$ cat config.mk
export PLATFORM = sky130hd
export DESIGN_NAME = if_prefetch_unit
export DESIGN_NICKNAME = d
export VERILOG_FILES = /design/src/rtl/if_prefetch_unit.sv
export SDC_FILE = /design/constraint.sdc
export NUM_CORES = 1
export LEC_CHECK = 0
export CORE_UTILIZATION = 62
export CTS_BUF_LIST = sky130_fd_sc_hd__clkbuf_4
export DETAILED_ROUTE_END_ITERATION = 8
export PLACE_DENSITY = 0.95
export SLEW_MARGIN = 30
export SYNTH_ARGS = -nofsm -noshare
export SYNTH_HDL_FRONTEND = slang
export SYNTH_SLANG_ARGS = --single-unit
$ cat constraint.sdc
create_clock -name clk -period 12.2 [get_ports clk]
set_clock_uncertainty 0.05 [all_clocks]
set_input_delay 1.22 -clock clk [delete_from_list [all_inputs] [get_ports clk]]
set_output_delay 1.22 -clock clk [all_outputs]
set_load 0.02 [all_outputs]
$ cat src/rtl/if_prefetch_unit.sv
`default_nettype none
// ============================================================================
//  Module   : if_prefetch_unit
//  Purpose  : Instruction-fetch front end for the pipelined RV32I core.
//             Issues sequential word-aligned fetches over a request/grant,
//             in-order-response memory interface, buffers returned
//             {pc, inst} pairs in a DEPTH-entry FIFO and hands them to decode
//             with a valid/ready handshake. Redirects flush the FIFO and
//             discard responses that are still in flight; halt stops new
//             requests while letting outstanding ones complete.
//  Revision : 1.0 - initial release
// ----------------------------------------------------------------------------
//  Parameters
//    DEPTH     FIFO entries, power of two, 2..16
//    RESET_PC  address of the first fetch after reset
//  Ports
//    clk, rst_n          clock, synchronous active-low reset
//    imem_req/addr/gnt   fetch request channel (addr word aligned)
//    imem_rvalid/rdata   in-order response channel
//    redirect/_pc        flush and restart fetch at redirect_pc[31:2]
//    halt                blocks new requests while high
//    id_valid/ready      decode handshake
//    id_pc/id_inst       presented instruction and its PC
//    empty               FIFO holds no entries
//  Build option
//    PREFETCH_BYPASS_EN  when defined, a response arriving at an empty FIFO
//                        is presented to decode in the same cycle.
// ============================================================================
module if_prefetch_unit #(
    parameter int unsigned DEPTH    = 4,
    parameter logic [31:0] RESET_PC = 32'h0000_0000
) (
    input  logic        clk,
    input  logic        rst_n,
    output logic        imem_req,
    output logic [31:0] imem_addr,
    input  logic        imem_gnt,
    input  logic        imem_rvalid,
    input  logic [31:0] imem_rdata,
    input  logic        redirect,
    input  logic [31:0] redirect_pc,
    input  logic        halt,
    output logic        id_valid,
    input  logic        id_ready,
    output logic [31:0] id_pc,
    output logic [31:0] id_inst,
    output logic        empty
);

    localparam int unsigned c_AW = $clog2(DEPTH);
    localparam int unsigned c_PW = c_AW + 1;

    // Pointers carry one extra wrap bit so full and empty are distinguishable.
    logic [c_PW-1:0] wr_ptr_q,   wr_ptr_d;
    logic [c_PW-1:0] rd_ptr_q,   rd_ptr_d;
    logic [c_PW-1:0] outst_q,    outst_d;
    logic [c_PW-1:0] discard_q,  discard_d;
    logic [31:0]     fetch_pc_q, fetch_pc_d;
    logic [31:0]     resp_pc_q,  resp_pc_d;

    logic [31:0]     pc_mem_q   [DEPTH];
    logic [31:0]     inst_mem_q [DEPTH];

    logic [c_PW-1:0] w_count;
    logic [c_PW:0]   w_inflight;
    logic            w_fifo_empty;
    logic            w_grant;
    logic            w_keep;
    logic            w_write;
    logic            w_read;
    logic [31:0]     w_target;
    logic [c_AW-1:0] w_wr_idx;
    logic [c_AW-1:0] w_rd_idx;

    assign w_count      = wr_ptr_q - rd_ptr_q;
    assign w_fifo_empty = (wr_ptr_q == rd_ptr_q);
    assign w_wr_idx     = wr_ptr_q[c_AW-1:0];
    assign w_rd_idx     = rd_ptr_q[c_AW-1:0];
    assign w_target     = redirect_pc & ~32'h0000_0003;

    // Credit check: queued entries plus in-flight requests may never exceed
    // DEPTH, so every response that comes back is guaranteed a FIFO slot.
    assign w_inflight = {1'b0, w_count} + {1'b0, outst_q};
    assign imem_req   = rst_n && !halt && !redirect
                        && (w_inflight < (c_PW+1)'(DEPTH));
    assign imem_addr  = fetch_pc_q;
    assign w_grant    = imem_req && imem_gnt;

    // A response is kept only when no stale responses remain to be skipped
    // and no redirect is flushing the stream this cycle.
    assign w_keep = imem_rvalid && (discard_q == '0) && !redirect;

`ifdef PREFETCH_BYPASS_EN
    logic w_bypass;
    assign w_bypass = rst_n && w_fifo_empty && w_keep;
    // A bypassed response consumed by decode never occupies a slot.
    assign w_write  = w_keep && !(w_bypass && id_ready);
    assign id_valid = rst_n && (!w_fifo_empty || w_bypass);
`else
    assign w_write  = w_keep;
    assign id_valid = rst_n && !w_fifo_empty;
`endif

    assign empty  = !rst_n || w_fifo_empty;
    assign w_read = id_valid && id_ready && !w_fifo_empty && !redirect;

    always_comb begin
        id_pc   = 32'h0;
        id_inst = 32'h0;
        if (id_valid) begin
            if (!w_fifo_empty) begin
                id_pc   = pc_mem_q[w_rd_idx];
                id_inst = inst_mem_q[w_rd_idx];
            end else begin
                // Only reachable through the bypass path.
                id_pc   = resp_pc_q;
                id_inst = imem_rdata;
            end
        end
    end

    always_comb begin
        fetch_pc_d = fetch_pc_q;
        resp_pc_d  = resp_pc_q;
        wr_ptr_d   = wr_ptr_q + c_PW'(w_write);
        rd_ptr_d   = rd_ptr_q + c_PW'(w_read);
        outst_d    = outst_q + c_PW'(w_grant) - c_PW'(imem_rvalid);
        discard_d  = discard_q;

        if (w_grant) begin
            fetch_pc_d = fetch_pc_q + 32'd4;
        end
        if (w_keep) begin
            resp_pc_d = resp_pc_q + 32'd4;
        end
        if (imem_rvalid && (discard_q != '0)) begin
            discard_d = discard_q - 1'b1;
        end

        if (redirect) begin
            fetch_pc_d = w_target;
            resp_pc_d  = w_target;
            rd_ptr_d   = wr_ptr_q;
            // No grant can occur in a redirect cycle, so everything still
            // outstanding after this cycle's response belongs to the old path.
            discard_d  = outst_q - c_PW'(imem_rvalid);
        end
    end

    always_ff @(posedge clk) begin
        if (!rst_n) begin
            fetch_pc_q <= RESET_PC;
            resp_pc_q  <= RESET_PC;
            wr_ptr_q   <= '0;
            rd_ptr_q   <= '0;
            outst_q    <= '0;
            discard_q  <= '0;
        end else begin
            fetch_pc_q <= fetch_pc_d;
            resp_pc_q  <= resp_pc_d;
            wr_ptr_q   <= wr_ptr_d;
            rd_ptr_q   <= rd_ptr_d;
            outst_q    <= outst_d;
            discard_q  <= discard_d;
        end
    end

    // Storage needs no reset: entries are only visible through the pointers.
    always_ff @(posedge clk) begin
        if (rst_n && w_write) begin
            pc_mem_q[w_wr_idx]   <= resp_pc_q;
            inst_mem_q[w_wr_idx] <= imem_rdata;
        end
    end

endmodule
`default_nettype wire

==> impl_results.rst <==
.. list-table::
   :header-rows: 1

   * - Metric
     - Value
   * - CTS Sinks
     - 320
   * - Power density over the cells
     - about 140 nW/um2
   * - Final core occ
     - 0.770
   * - Cell area after technology mapping
     - 13500 um2
   * - Met2 layer wire length in the routed design
     - between 10000 and 15000 um
   * - Number of enable flip-flop cells after synthesis
     - roughly 250
   * - Worst-path clk slew
     - around 0.06 ns
   * - Avg Synthesized Cell Area
     - 14.7 um2
   * - Leading cell type in the layout, fill and taps excluded
     - sky130_fd_sc_hd__edfxtp_1
   * - Number of placement rows
     - 53
   * - Number of cells upsized or downsized after cts
     - 0
   * - Number of global-route vias before repair
     - just under 9000
   * - Critical Path Start Type
     - input port
   * - Total of buffers placed on input and output ports
     - between 150 and 200
   * - Max-slew headroom at the worst pin
     - 0.379
   * - Origin of the worst setup path
     - rst_n
   * - Estimated wirelength of the detail-placed design
     - roughly 17000 um
   * - Source of the worst register-to-register timing path
     - rd_ptr_q[0]
   * - CTS tree
     - done
   * - Initial standard-cell utilization of the core
     - 0.638
   * - Number of pins with negative max-slew slack in the final report
     - 0
   * - Data arrival time of the critical path
     - 3.72 ns
   * - Seq cells post-synth
     - 320
   * - CTS Buffer Depth
     - 3
   * - Placer Congestion
     - ~0.86
   * - Proportion of synthesized chip area in sequential cells
     - 0.657
   * - Final critical-path share of the clock period
     - 0.409
   * - Total via count in the routed design
     - 8639
   * - Number of I/O pins
     - 170
   * - Total routed wire length on the met1 layer
     - 11600 um
   * - DIE HEIGHT
     - ~150 um
   * - DRT Wirelength
     - between 20000 and 30000 um
   * - Number of endpoints failing setup at the final stage
     - 0
   * - Global-route wire length before repair
     - 44200 um
   * - Tightest hold margin
     - approximately 0.45 ns
   * - Hold Buf Count CTS
     - 0
   * - Root buffer selected by CTS
     - sky130_fd_sc_hd__clkbuf_4
   * - Number of clock buffers inserted by TritonCTS
     - between 70 and 80
   * - Final Total Pwr
     - around 2.3 mW
   * - Max VDD drop
     - just over 0.07 mV
   * - Placed cell count
     - 1314
   * - Setup TNS
     - 0 ns
   * - Post-synth top flop
     - sky130_fd_sc_hd__edfxtp_1
   * - Worst Hold Launch
     - wr_ptr_q[2]
   * - Final Net Count
     - around 1200
   * - Capturing element type of the critical path
     - primary output
   * - GRT Residual Overflow
     - 0
   * - Fraction of final layout cells sized beyond drive strength 1
     - 0.185
   * - Unrepaired setup endpoints after global routing
     - false
   * - Mean routed wirelength per cell
     - approximately 19 um
   * - Number of filler instances in the final layout
     - between 1000 and 1500
   * - Vias per cell
     - around 5.9
   * - Worst Path Max Fanout
     - 46
   * - Top library cells by usage in the layout, fill and taps aside
     - sky130_fd_sc_hd__edfxtp_1, sky130_fd_sc_hd__clkdlybuf4s50_1, sky130_fd_sc_hd__clkbuf_4, sky130_fd_sc_hd__dfxtp_1, sky130_fd_sc_hd__nor2b_1
   * - Die X
     - between 100 and 150 um
   * - Number of DRC markers in iteration 0
     - a little under 600
   * - GRT Overall Usage
     - 0.260
   * - H-tree depth
     - 3
   * - Number of detailed-routing iterations run before antenna repair
     - 5
   * - Post-CTS setup buffers
     - 0
   * - Critical path start-end classification
     - in -> out
   * - Core box area
     - between 20000 and 25000 um2
   * - Amount of wire on met3 after detailed routing
     - around 2600 um
   * - Final non-filler cell total
     - about 1500
   * - Synth-to-Final Area Change
     - 20.8%
   * - Antenna-violating nets left
     - 0
   * - Worst-Margin Slew
     - between 0.9 and 1 ns
   * - Die area
     - between 20000 and 25000 um2
   * - Remaining routing DRC violations
     - 0
   * - Topmost layer with routed signal wires
     - met4
   * - Highest attainable clock frequency
     - around 200 MHz
   * - LEAKAGE
     - between 5 and 6 nW
   * - Critical Path RT
     - around 11 ns
   * - Run status
     - finished, final reports clean
   * - Synth Warn #
     - 0
   * - Initial antenna violation count
     - 1
   * - Hold Crit Class
     - reg -> reg
   * - Proportion of register bits with asynchronous set or reset after synthesis
     - 0
   * - Library cells used by synthesis
     - between 50 and 60
   * - Largest net degree at the start of global routing
     - 73
   * - Gate count after technology mapping
     - just over 900
   * - Skew-Pair Late Insertion Delay
     - ~0.66 ns
   * - Total of max-cap violations
     - 0
   * - Final critical-path required period
     - approximately 5 ns
   * - Hold Violations, Final
     - 0
==> cells in the mapped netlist (4+ instances only) <==
cell type / n / share of area
sky130_fd_sc_hd__nand3_1: 21 / 0.0078
sky130_fd_sc_hd__a211oi_1: 4 / 0.0022
sky130_fd_sc_hd__mux2_2: 4 / 0.0033
sky130_fd_sc_hd__dfxtp_1: 72 / 0.11
sky130_fd_sc_hd__nor2b_1: 64 / 0.030
sky130_fd_sc_hd__nor3_1: 16 / 0.0059
sky130_fd_sc_hd__nor2_1: 30 / 0.0083
sky130_fd_sc_hd__xnor2_1: 32 / 0.021
sky130_fd_sc_hd__nor4_1: 10 / 0.0046
sky130_fd_sc_hd__or4_1: 5 / 0.0028
sky130_fd_sc_hd__mux4_2: 62 / 0.10
sky130_fd_sc_hd__ha_1: 16 / 0.015
sky130_fd_sc_hd__and2_1: 8 / 0.0037
sky130_fd_sc_hd__a31oi_1: 12 / 0.0055
sky130_fd_sc_hd__and4_1: 7 / 0.0045
sky130_fd_sc_hd__edfxtp_1: 248 / 0.55
sky130_fd_sc_hd__nand2_1: 53 / 0.015
sky130_fd_sc_hd__buf_2: 8 / 0.0030
sky130_fd_sc_hd__nand4_1: 14 / 0.0065
sky130_fd_sc_hd__inv_1: 21 / 0.0058
sky130_fd_sc_hd__xor2_1: 7 / 0.0045
sky130_fd_sc_hd__or3_1: 6 / 0.0028
sky130_fd_sc_hd__buf_4: 8 / 0.0044
sky130_fd_sc_hd__and3_1: 10 / 0.0046
sky130_fd_sc_hd__clkbuf_1: 33 / 0.0092
sky130_fd_sc_hd__o21ai_0: 43 / 0.016
sky130_fd_sc_hd__o211ai_1: 4 / 0.0022
sky130_fd_sc_hd__a21oi_1: 51 / 0.019
sky130_fd_sc_hd__o21a_1: 4 / 0.0022
==> report_power, final <==
part,total (mW),internal (mW),switching [mW],leakage (nW)
Sequential,1.24,1.20,0.0341,2.85
Clock,0.849,0.443,0.406,0.587
Combinational,0.230,0.113,0.117,1.88
Total,2.32,1.76,0.557,5.31
==> sequential cells by signal, indices dropped and copies added (netlist names) <==
register	flops
pc_mem_q	120
rd_ptr_q	3
outst_q	3
resp_pc_q	30
wr_ptr_q	3
imem_addr	30
inst_mem_q	128
discard_q	3
==> final cells by class <==
class                      instances  area, um2  area share
antenna                            1       2.50    0.000153
clock buffer                     111        833      0.0510
clock inverter                    30        145     0.00888
inverter                          22       82.6     0.00505
multi-input combinational        524       4340       0.265
sequential                       320       8890       0.544
tap                              275        344      0.0210
timing repair buffer             173       1710       0.105
==> cells by family after synthesis <==
kind of cell,Yosys count,synth area share
mux,69,0.109
xor+xnor,39,0.0252
flops,320,0.657
compound gates,133,0.0565
simple gates,261,0.109
other cells,1,0.000277
buf+inv,77,0.0260
fa+ha+maj,18,0.0177
==> worst paths after layout <==
check / endpoint / slack (ns) / cells after the start
worst min-delay path: rd_ptr_q[2] / 0.45 / 2
worst max-delay path: id_pc[27] / 7.21 / 6
worst min register to register: rd_ptr_q[2] / 0.45 / 2
worst max register to register: outst_q[2] / 7.48 / 16
==> critical path, stage by stage <==
cell                              delay (ns)
sky130_fd_sc_hd__clkdlybuf4s50_1        0.46
sky130_fd_sc_hd__buf_4                  0.40
sky130_fd_sc_hd__o21ai_4                0.35
sky130_fd_sc_hd__buf_4                  0.38
sky130_fd_sc_hd__nor2b_1                0.17
sky130_fd_sc_hd__clkdlybuf4s50_1        0.69
==> per-stage QoR <==
step	area, um2	setup WS [ns]
3_5_place_dp	15400	6.88
2_1_floorplan	13500	3.94
5_1_grt	16300	7.11
4_1_cts	16300	7.21
6_report	16300	7.21
3_3_place_gp	15400	6.93
==> metal layers <==
layer  vias to the layer above  track usage
met5                         -            0
met4                         0       0.0793
met3                        43       0.0588
met2                       433        0.426
met1                      4193        0.348
li1                       3970            -
(Power assumes the default switching activity.)
